## src/rtl/seg_scan_pkg.sv

```systemverilog
// Shared constants and helpers for the 7-segment scan-bus capture block.
// Segment patterns are active-high {g,f,e,d,c,b,a}.
package seg_scan_pkg;

    localparam int NUM_DIGITS = 8;

    localparam logic [6:0] SEG_0     = 7'h3F;
    localparam logic [6:0] SEG_1     = 7'h06;
    localparam logic [6:0] SEG_2     = 7'h5B;
    localparam logic [6:0] SEG_3     = 7'h4F;
    localparam logic [6:0] SEG_4     = 7'h66;
    localparam logic [6:0] SEG_5     = 7'h6D;
    localparam logic [6:0] SEG_6     = 7'h7D;
    localparam logic [6:0] SEG_7     = 7'h07;
    localparam logic [6:0] SEG_8     = 7'h7F;
    localparam logic [6:0] SEG_9     = 7'h6F;
    localparam logic [6:0] SEG_BLANK = 7'h00;

    localparam logic [3:0] BCD_BLANK = 4'hF;
    localparam logic [3:0] BCD_BAD   = 4'hE;

    typedef struct packed {
        logic [7:0] sel;
        logic [7:0] seg;
    } scan_t;

    // Bus value during blanking: no digit selected, all segments dark.
    localparam scan_t SCAN_IDLE = '{sel: 8'hFF, seg: 8'hFF};

    function automatic logic is_onehot(input logic [7:0] v);
        return (v != 8'd0) && ((v & (v - 8'd1)) == 8'd0);
    endfunction

    function automatic logic [2:0] onehot_index(input logic [7:0] v);
        logic [2:0] idx;
        idx = 3'd0;
        for (int i = 0; i < 8; i++) begin
            if (v[i]) idx = 3'(i);
        end
        return idx;
    endfunction

endpackage

```

## src/rtl/seg7_decode.sv

```systemverilog
// Active-high 7-segment pattern to BCD decoder; unknown patterns map to
// BCD_BAD with the invalid flag raised, a dark digit maps to BCD_BLANK.
module seg7_decode
    import seg_scan_pkg::*;
(
    input  logic [6:0] i_pattern,
    output logic [3:0] o_code,
    output logic       o_invalid
);

    always_comb begin
        // NOTE: every output gets a default before the case so no path
        // through this block leaves a latch behind.
        o_code    = BCD_BAD;
        o_invalid = 1'b0;
        case (i_pattern)
            SEG_0:     o_code = 4'd0;
            SEG_1:     o_code = 4'd1;
            SEG_2:     o_code = 4'd2;
            SEG_3:     o_code = 4'd3;
            SEG_4:     o_code = 4'd4;
            SEG_5:     o_code = 4'd5;
            SEG_6:     o_code = 4'd6;
            SEG_7:     o_code = 4'd7;
            SEG_8:     o_code = 4'd8;
            SEG_9:     o_code = 4'd9;
            SEG_BLANK: o_code = BCD_BLANK;
            default:   o_invalid = 1'b1;
        endcase
    end

endmodule

```

## src/rtl/seg_scan_capture.sv

```systemverilog
// Receive side of a multiplexed 7-segment scan bus: filters, decodes and
// assembles the eight scanned digits into frames with a one-cycle strobe.
module seg_scan_capture
    import seg_scan_pkg::*;
#(
    parameter int SETTLE  = 8,
    parameter int TIMEOUT = 1000000
) (
    input  logic        CP,
    input  logic        CR,
    input  logic [7:0]  sel,
    input  logic [7:0]  seg,
    output logic [31:0] digits,
    output logic [7:0]  blank_mask,
    output logic        frame_valid,
    output logic        frame_err,
    output logic        stale
);

    localparam logic [7:0]  STAB_MAX = 8'(SETTLE - 1);
    localparam logic [23:0] IDLE_MAX = 24'(TIMEOUT - 1);

    scan_t       r_sync;
    scan_t       r_cur;
    scan_t       r_prev;
    logic [7:0]  r_stab_cnt;
    logic        r_captured;
    logic [7:0]  r_seen;
    logic [7:0]  r_bad;
    logic [3:0]  r_shadow [NUM_DIGITS];
    logic [23:0] r_idle_cnt;
    logic [31:0] r_digits;
    logic [7:0]  r_blank_mask;
    logic        r_frame_valid;
    logic        r_frame_err;
    logic        r_stale;

    logic [7:0]  w_sel_act;
    logic [6:0]  w_pattern;
    logic [3:0]  w_code;
    logic        w_invalid;
    logic [2:0]  w_idx;
    logic        w_same;
    logic [7:0]  w_stab_next;
    logic        w_accept;
    logic        w_complete;
    logic        w_timeout;
    logic [7:0]  w_seen_next;
    logic [7:0]  w_bad_next;
    logic [31:0] w_shadow_flat;
    logic [7:0]  w_shadow_blank;

    assign w_sel_act = ~r_cur.sel;
    assign w_pattern = ~r_cur.seg[6:0];
    assign w_idx     = onehot_index(w_sel_act);
    assign w_same    = (r_cur == r_prev);

    seg7_decode u_decode (
        .i_pattern (w_pattern),
        .o_code    (w_code),
        .o_invalid (w_invalid)
    );

    always_comb begin
        w_stab_next = 8'd0;
        if (w_same) begin
            w_stab_next = (r_stab_cnt == STAB_MAX) ? r_stab_cnt : r_stab_cnt + 8'd1;
        end
    end

    // Accept in the cycle the SETTLE-th identical sample sits in cur, once per window.
    assign w_accept   = (w_stab_next == STAB_MAX) && !r_captured && is_onehot(w_sel_act);
    assign w_complete = (r_seen == 8'hFF);
    assign w_timeout  = (r_idle_cnt == IDLE_MAX) && !w_accept;

    // Clearing first and then applying the accept keeps a digit that lands
    // in the completion or timeout cycle as the start of the next frame.
    always_comb begin
        w_seen_next = r_seen;
        w_bad_next  = r_bad;
        if (w_complete || w_timeout) begin
            w_seen_next = 8'd0;
            w_bad_next  = 8'd0;
        end
        if (w_accept) begin
            w_seen_next[w_idx] = 1'b1;
            w_bad_next[w_idx]  = w_invalid;
        end
    end

    always_comb begin
        w_shadow_flat  = 32'd0;
        w_shadow_blank = 8'd0;
        for (int i = 0; i < NUM_DIGITS; i++) begin
            w_shadow_flat[4*i +: 4] = r_shadow[i];
            w_shadow_blank[i]       = (r_shadow[i] == BCD_BLANK);
        end
    end

    always_ff @(posedge CP or posedge CR) begin
        if (CR) begin
            r_sync        <= SCAN_IDLE;
            r_cur         <= SCAN_IDLE;
            r_prev        <= SCAN_IDLE;
            r_stab_cnt    <= 8'd0;
            r_captured    <= 1'b0;
            r_seen        <= 8'd0;
            r_bad         <= 8'd0;
            r_idle_cnt    <= 24'd0;
            r_digits      <= 32'hFFFF_FFFF;
            r_blank_mask  <= 8'hFF;
            r_frame_valid <= 1'b0;
            r_frame_err   <= 1'b0;
            r_stale       <= 1'b1;
            // NOTE: the shadow array is only eight nibbles, so it is reset
            // like ordinary flops; a large RAM-style array would not be.
            for (int i = 0; i < NUM_DIGITS; i++) begin
                r_shadow[i] <= BCD_BLANK;
            end
        end else begin
            // NOTE: all state here uses non-blocking assignments so every
            // flop samples the pre-edge values of its neighbours.
            r_sync     <= '{sel: sel, seg: seg};
            r_cur      <= r_sync;
            r_prev     <= r_cur;
            r_stab_cnt <= w_stab_next;
            r_captured <= w_same && (r_captured || w_accept);
            r_seen     <= w_seen_next;
            r_bad      <= w_bad_next;
            r_idle_cnt <= (w_accept || w_timeout) ? 24'd0 : r_idle_cnt + 24'd1;

            if (w_accept) begin
                r_shadow[w_idx] <= w_code;
            end

            r_frame_valid <= w_complete;
            if (w_complete) begin
                r_digits     <= w_shadow_flat;
                r_blank_mask <= w_shadow_blank;
                r_frame_err  <= |r_bad;
                r_stale      <= 1'b0;
            end else if (w_timeout) begin
                r_stale <= 1'b1;
            end
        end
    end

    assign digits      = r_digits;
    assign blank_mask  = r_blank_mask;
    assign frame_valid = r_frame_valid;
    assign frame_err   = r_frame_err;
    assign stale       = r_stale;

endmodule

```

## config.mk

```make
export PLATFORM = sky130hd
export DESIGN_NAME = seg_scan_capture
export DESIGN_NICKNAME = d
export VERILOG_FILES = /design/src/rtl/seg_scan_pkg.sv /design/src/rtl/seg7_decode.sv /design/src/rtl/seg_scan_capture.sv
export SDC_FILE = /design/constraint.sdc
export NUM_CORES = 1
export LEC_CHECK = 0
export CORE_ASPECT_RATIO = 1.75
export CORE_MARGIN = 2
export CORE_UTILIZATION = 46
export DETAILED_ROUTE_END_ITERATION = 12
export PLACE_DENSITY = 0.66
export SYNTH_ARGS = -nofsm -noshare
export SYNTH_HDL_FRONTEND = slang
export SYNTH_SLANG_ARGS = --single-unit
```

## constraint.sdc

```tcl
create_clock -name CP -period 15.14 [get_ports CP]
set_input_delay 3.028 -clock CP [delete_from_list [all_inputs] [get_ports CP]]
set_output_delay 3.028 -clock CP [all_outputs]
set_load 0.01 [all_outputs]
```

# After elaboration in Yosys (flattened, before gate mapping)
# Cells that the tools add are included.
[word_totals] regBits=172 input_bits=18 out_inout_bits=43 word_cells=101
[classes] n_addsub=3 order_cmp=4 n_eq_ne=23 mux=24 n_bitwise=5 n_reduce_logical=18
[ops] cell="== test 7 bit (second input constant)" count=7
[ops] cell="2-to-1 mux 8 bit" count=6
[ops] cell="case mux 4 bit (11 select lines)" count=1
[ops] cell="bitwise mux 32 bit" count=1
[ops] cell="== test 4 bit (second input constant)" count=8
[ops] cell="adder 24 x 1 -> 24 bit (second input constant)" count=1
[ops] cell="== test 24 x 20 -> 1 bit (second input constant)" count=1
[ops] cell="2-to-1 mux 24 bit" count=1
[ops] cell="2-to-1 mux 3 bit" count=6
[ops] cell="== test 16 bit" count=1
[ops] cell="== test 8 x 3 -> 1 bit (second input constant)" count=2
[ops] cell="== test 7 x 3 -> 1 bit (second input constant)" count=2
[ops] cell="demux 4 bit (select 3 bit)" count=1
[ops] cell="OR reduction 11 bit" count=1
[ops] cell="adder 8 x 1 -> 8 bit (second input constant)" count=1
[ops] cell="bitwise AND 8 bit" count=1
[ops] cell="bitwise mux 8 bit" count=1
[ops] cell="== test 8 bit (second input constant)" count=1
[ops] cell="logical NOT 8 bit" count=1
[ops] cell="inverter 8 bit" count=1
[ops] cell="bitwise OR 8 bit" count=1
[ops] cell="nonzero test 8 bit" count=1
[ops] cell="OR reduction 8 bit" count=1
[ops] cell="subtractor 8 x 1 -> 8 bit (second input constant)" count=1
[ops] cell="other kinds (15)" count=28

# Longest topological paths before layout
# Gate-level depths: netlist (run 1).
[logic_depth] ltp_word=14 depth_mapped=9 ltp_nobuf=7

# Modules after synthesis
# A second synthesis (run 1) with hierarchy kept.
[unflattened] cells_unflattened=614 area_unflattened_um2=7214.4
[modules_own_cells] mod="seg_scan_capture" instances=1 cells_per_inst=583 area_per_inst_um2=7001.7
[modules_own_cells] mod="seg7_decode" instances=1 cells_per_inst=31 area_per_inst_um2=212.7

# Worst setup path after synthesis (run 1)
# No wires, ideal clock.
[synth_timing] path_kind="register to output" startpoint="reg r_stale, in the netlist stale" endpoint="out stale" arrival_time_ns=0.529 path_slack_ns=11.583 path_stages_with_launch=1 path_buffers=0 path_cell_list="dfstp_2"
[synth_rtl] element="from (decl)" line_no="seg_scan_capture.sv:36" rtl="logic r_stale;"
[synth_rtl] element="from (signal assigned)" line_no="seg_scan_capture.sv:114" rtl="r_stale <= 1'b1;"
[synth_rtl] element="from (signal assigned)" line_no="seg_scan_capture.sv:141" rtl="r_stale <= 1'b0;"
[synth_rtl] element="from (signal assigned)" line_no="seg_scan_capture.sv:143" rtl="r_stale <= 1'b1;"
[synth_rtl] element="to (decl)" line_no="seg_scan_capture.sv:17" rtl="output logic stale"
# No word-level cell between the ends.

==> results of run 1 <==
[registers in the layout, indices dropped and copies added (netlist names)]
name and cells:
digits 32, r_shadow 32, r_idle_cnt 24, r_cur 16, r_prev 16, r_sync 16
blank_mask 8, r_bad 8, r_seen 8, r_stab_cnt 8, frame_err 1, frame_valid 1
r_captured 1, stale 1
[metal layers]
layer  wire length [µm]  part of all wire  GRT usage
met1               5570              0.41      0.197
met4                158             0.012     0.0566
met5                  0                 0          0
met2               7460              0.55      0.314
met3                277             0.021     0.0322
[worst max-delay path: stages]
cell	delay, ns
sky130_fd_sc_hd__clkdlybuf4s50_1	0.47
sky130_fd_sc_hd__inv_6	0.58
sky130_fd_sc_hd__buf_4	0.85
[cell usage in the layout (no fill, tap or decap), drive strengths merged, types with 22 or more instances in the layout]
master	Yosys	final
inv	17	22
clkdlybuf4s50	0	60
o21ai	24	24
clkbuf	24	22
dfrtp	51	51
nand4	25	25
mux2	32	32
dfstp	121	121
nand2	117	117
nor2	46	46
xor2	35	35
[path summary, 6_finish.rpt]
| check | startpoint | endpoint |
|---|---|---|
| max in group CP | digits[1] | digits[1] |
| setup reg to reg | r_cur[1] | r_shadow[14] |
| hold reg to reg | r_sync[4] | r_cur[4] |
| min in group asynchronous | CR | r_bad[2] |
| hold / removal | r_sync[4] | r_cur[4] |
| setup / recovery | CR | r_idle_cnt[4] |
[final cells by class]
cell class                 instances  area, µm²
clock buffer                      22        475
clock inverter                    10        101
fill                            1351       6810
inverter                          17       68.8
multi-input combinational        413       2540
sequential                       172       4460
tap                              186        233
timing repair buffer              65        638
[cells by family (layout without fill, tap and decap cells)]
group,after synthesis,count (layout)
and+or+nand+nor,272,272
DFF,172,172
AOI/OAI and AO/OA,57,57
xor gates and xnor gates,48,48
buffers and inverters,46,114
muxes,34,34
adders and majority gates,2,2
[where the power goes]
part           leakage, nW  internal [mW]  switching, mW  total [mW]
Clock                0.274          0.243          0.179       0.422
Combinational         1.31        0.00901         0.0149      0.0239
Sequential            1.96          0.473        0.00704       0.480
==> results.toml, run 1 <==
[outcome]
run_status = "finished clean"

[die]
coreArea_um2 = 15300
starting_utilization_of_the_core_area = 0.468
io-pin-count = 61
chipWidth_um = 98.4
design.die.area_um2 = 16600
std_cell_rows = 60
die_boundary_height_um = 169

[place]
post-place-cells = 853
port_buffers = 60
dp_worst_setup_slack_ns = 10.01
dp.final_hpwl_um = 9230
placed_area_um2 = 7930
gp_congestion = 0.845

[global_route]
grt_pass1_wl_um = 23200
grt.total_usage = 0.171
grt_max_degree = 97
grt_pass1_vias = 4950
number_of_antenna_violations_at_the_first_check_in_global_routing = 0
gr-total-overflow = 0

[setup_path]
critPathCaptureType = "async pin"
timing.critical_path.fanout_max = 96
reg2reg_slack_ns = 11.69
worst-endpoint-arrival_ns = 4.99
critPathLaunchType = "input port"
number_of_cell_instances_on_the_worst_register_to_register_path = 6
critical_path_rt_ns = 15.56
worst-setup-path-type = "in2async"

[timing]
tns_ns = 0
timing.max_slew.rel_slack = 0.244
worst_slew_pin_slew_ns = 1.13
setup_slack_ns = 10.57
setup_repair_after_global_routing_missed_its_margin = "no"
finClkSkew_ns = 0.0121
max_freq_mhz = 219
timing.hold.ws_ns = 0.352
timing_max_transition_violations_final = 0
hold_violations = 0
fin_crit_sh = 0.302
report.final.setup_viol = 0
final_period_minus_worst_setup_slack_ns = 4.57

[synth]
synth_most_common_cell = "sky130_fd_sc_hd__dfstp_2"
postSynthAreaPerCell_um2 = 11.4
syn-cell-area_um2 = 7170
most_common_library_cells_after_synthesis = "121 x sky130_fd_sc_hd__dfstp_2, 117 x sky130_fd_sc_hd__nand2_1, 51 x sky130_fd_sc_hd__dfrtp_1, 44 x sky130_fd_sc_hd__nor2_1, 35 x sky130_fd_sc_hd__xor2_1"
post_synth_and_or_nand_nor_area_fraction = 0.185
edff_count_synth = 0
main_combinational_cell_family_by_area_after_synthesis = "simple AND/OR/NAND/NOR gates"
post_synth_mux_area_share = 0.0552
netlist_instances = 631
yosys_warnings = 0
synth_seq_cells = 172
asyncSetResetFlopFracSynth = 1.00
synth_area_in_xor_xnor = 0.0587
mappedNetlistNets = 651
synth_top_area_frac = 0.444
ys_seq_area_frac = 0.622
synth_fa_ha_area_frac = 0.00349
synth_largest_area_cell = "sky130_fd_sc_hd__dfstp_2"
synth_compound_gate_area_share = 0.0513
synthDistinctLibCells = 60
yosys-top-cells-area = "sky130_fd_sc_hd__dfstp_2 44%, sky130_fd_sc_hd__dfrtp_1 18%, sky130_fd_sc_hd__nand2_1 6.1%"
ys.flop_type = "sky130_fd_sc_hd__dfstp_2"

[layout]
layout-drive-gt1-share = 0.269
layout.cell_area.non_filler_um2 = 8510
finish.net_count = 706
fin_cells = 885
num_antenna_cells = 0
flow.area_growth_from_synthesis_pct = 18.7
layout.core_utilization = 0.556

[power_and_ir_drop]
post-layout-total-power_mw = 0.926
power.static_leakage_nw = 3.54
ir_drop_v = 0.0000777
power_density_nw_per_um2 = 109

[clock_tree]
cts.repair.resized = 0
cts_buffers = 17
clk-insertion-delay-late_ns = 0.42
count_of_clock_tree_sinks = 172
holdBufCountCts = 0
clk_root_buf = "sky130_fd_sc_hd__clkbuf_16"
tritoncts = "built"
clock_tree.buffer_depth = 2
htreeDepth = 4
worst_setup_hold_path_clk_slew_ns = 0.06
postCtsSetupRepairBufs = 0

[routing]
totalWireLength_um = 13500
ant_nets = 0
detail_route.iter0.violations = 178
routed_via_density = 5.26
route.detailed.wl_per_inst_um = 15.2
via_count = 4658
drc_errors = 0
drt-pass1-iter-count = 4

[flow_run]
drv_cap = 0

[min_path]
hold_path_stages = 0
worst_min_delay_path_category = "reg2reg"
(Power assumes the default switching activity.)
==> run 2: changes to the inputs <==
PLACE_DENSITY = 0.68   (was 0.66)
clock period = 4 ns   (was 15.14 ns; I/O delays follow)
==> run 2 against run 1 <==
Effect of this change:
- global-route usage is 0.38 points higher
- highest routed layer unchanged
- routed wire length is 2.9% higher
- largest cell class unchanged
- setup slack worse by 9.7 ns
==> results.toml, run 2 (synthesized netlist as in run 1, its figures left out) <==
[outcome]
run_status = "finished clean"

[power_and_ir_drop]
power_density_nw_per_um2 = 408
post-layout-total-power_mw = 3.49
power.static_leakage_nw = 3.57
ir_drop_v = 0.000282

[setup_path]
timing.critical_path.fanout_max = 15
worst-endpoint-arrival_ns = 3.43
number_of_cell_instances_on_the_worst_register_to_register_path = 7
cp-startpoint = "r_cur[1]"
critPathCaptureType = "flop"
cp_num_buf_inv = 1
worst-setup-path-type = "reg2reg"
path_depth = 7
worstPathCellList = "xor2_1, nor4_1, nand4_1, buf_4, or4_1, or3_1, mux2_4"
critPathLaunchType = "flop"
slowest_stage = "sky130_fd_sc_hd__or4_1"
crit-reg2reg-launch = "r_cur[1]"
path_delay_family = "simple AND/OR/NAND/NOR gates"
cpPeakStageDelay_ns = 0.75
critical_path_rt_ns = 4.34

[routing]
totalWireLength_um = 13900
routed_via_density = 5.34
detail_route.iter0.violations = 162
via_count = 4754
drc_errors = 0
ant_nets = 0
route.detailed.wl_per_inst_um = 15.6
drt-pass1-iter-count = 4

[place]
post-place-cells = 858
dp.final_hpwl_um = 9670
port_buffers = 60
gp_congestion = 0.795
placed_area_um2 = 7980

[clock_tree]
htreeDepth = 4
tritoncts = "built"
count_of_clock_tree_sinks = 172
cts.repair.resized = 0
clk-insertion-delay-late_ns = 0.42
clk_root_buf = "sky130_fd_sc_hd__clkbuf_16"
worst_setup_hold_path_clk_slew_ns = 0.06
postCtsSetupRepairBufs = 0
holdBufCountCts = 0
clock_tree.buffer_depth = 2
cts_buffers = 17

[timing]
timing_max_transition_violations_final = 0
max_freq_mhz = 324
report.final.setup_viol = 0
worst_slew_pin_slew_ns = 0.886
finClkSkew_ns = 0.0103
timing.max_slew.rel_slack = 0.410
hold_violations = 0
setup_repair_after_global_routing_missed_its_margin = "no"
tns_ns = 0
fin_crit_sh = 0.771
final_period_minus_worst_setup_slack_ns = 3.08

[layout]
layout-drive-gt1-share = 0.277
num_antenna_cells = 0
layout.cell_area.non_filler_um2 = 8550
flow.area_growth_from_synthesis_pct = 19.3
finish.net_count = 711
layout.cells.most_common = "sky130_fd_sc_hd__dfstp_2"
fin_cells = 890
final_cell_mix = "121 x sky130_fd_sc_hd__dfstp_2, 117 x sky130_fd_sc_hd__nand2_1, 60 x sky130_fd_sc_hd__clkdlybuf4s50_1, 51 x sky130_fd_sc_hd__dfrtp_1, 44 x sky130_fd_sc_hd__nor2_1"

[die]
std_cell_rows = 60
die_boundary_height_um = 169
io-pin-count = 61
starting_utilization_of_the_core_area = 0.468
coreArea_um2 = 15300
chipWidth_um = 98.4
design.die.area_um2 = 16600

[flow_run]
drv_cap = 0

[global_route]
gr-total-overflow = 0
grt_max_degree = 68
number_of_antenna_violations_at_the_first_check_in_global_routing = 0
grt_pass1_wl_um = 23500
grt.total_usage = 0.174
grt_pass1_vias = 4906

[min_path]
hold_sp = "r_sync[5]"
worst_min_delay_path_category = "reg2reg"
hold_path_stages = 0
==> run 2: cell types whose count changed in the layout (fill, tap and decap cells not counted), moves of 2 or more <==
cell / before / now
sky130_fd_sc_hd__clkinv_2: 1 / 3
sky130_fd_sc_hd__inv_6: 6 / 3
sky130_fd_sc_hd__buf_4: 5 / 9
sky130_fd_sc_hd__clkbuf_1: 3 / 1
==> run 2: routing by layer <==
| metal | wire, µm | track usage | vias up |
|---|---|---|---|
| li1 | - | - | 2269 |
| met1 | 5580 | 0.206 | 2374 |
| met2 | 7570 | 0.311 | 89 |
| met3 | 409 | 0.0326 | 22 |
| met4 | 299 | 0.0697 | 0 |
| met5 | 0 | 0 | - |
==> run 2: area by class of cell <==
cell class | count | area (µm²)
clock buffers | 20 | 457
clock inverters | 12 | 114
fillers | 1311 | 6760
inverters | 17 | 67.6
multi-input cells | 413 | 2540
flip-flops and latches | 172 | 4460
well taps | 186 | 233
repair buffers | 70 | 688
==> run 2: stage by stage <==
step / setup slack, ns / utilization / hold WS (ns)
finish: 0.916 / 0.558 / 0.352
floorplan: 1.10 / - / 0.345
CTS: 0.918 / 0.558 / 0.351
global route: 0.721 / 0.558 / 0.354
detailed placement: 0.936 / 0.521 / 0.347
global placement: 0.970 / 0.521 / 0.346
==> run 2: worst paths after layout <==
kind                             endpoint  slack, ns
max                          r_shadow[24]       0.92
min                              r_cur[5]       0.35
max reg2reg                  r_shadow[24]       0.92
min reg2reg                      r_cur[5]       0.35
max in group asynchronous  r_idle_cnt[21]       2.22
min in group asynchronous     frame_valid       0.80
==> run 2: power by group <==
group          internal (mW)  switching, mW
Sequential              1.79         0.0264
Clock                  0.898          0.683
Combinational         0.0367         0.0580
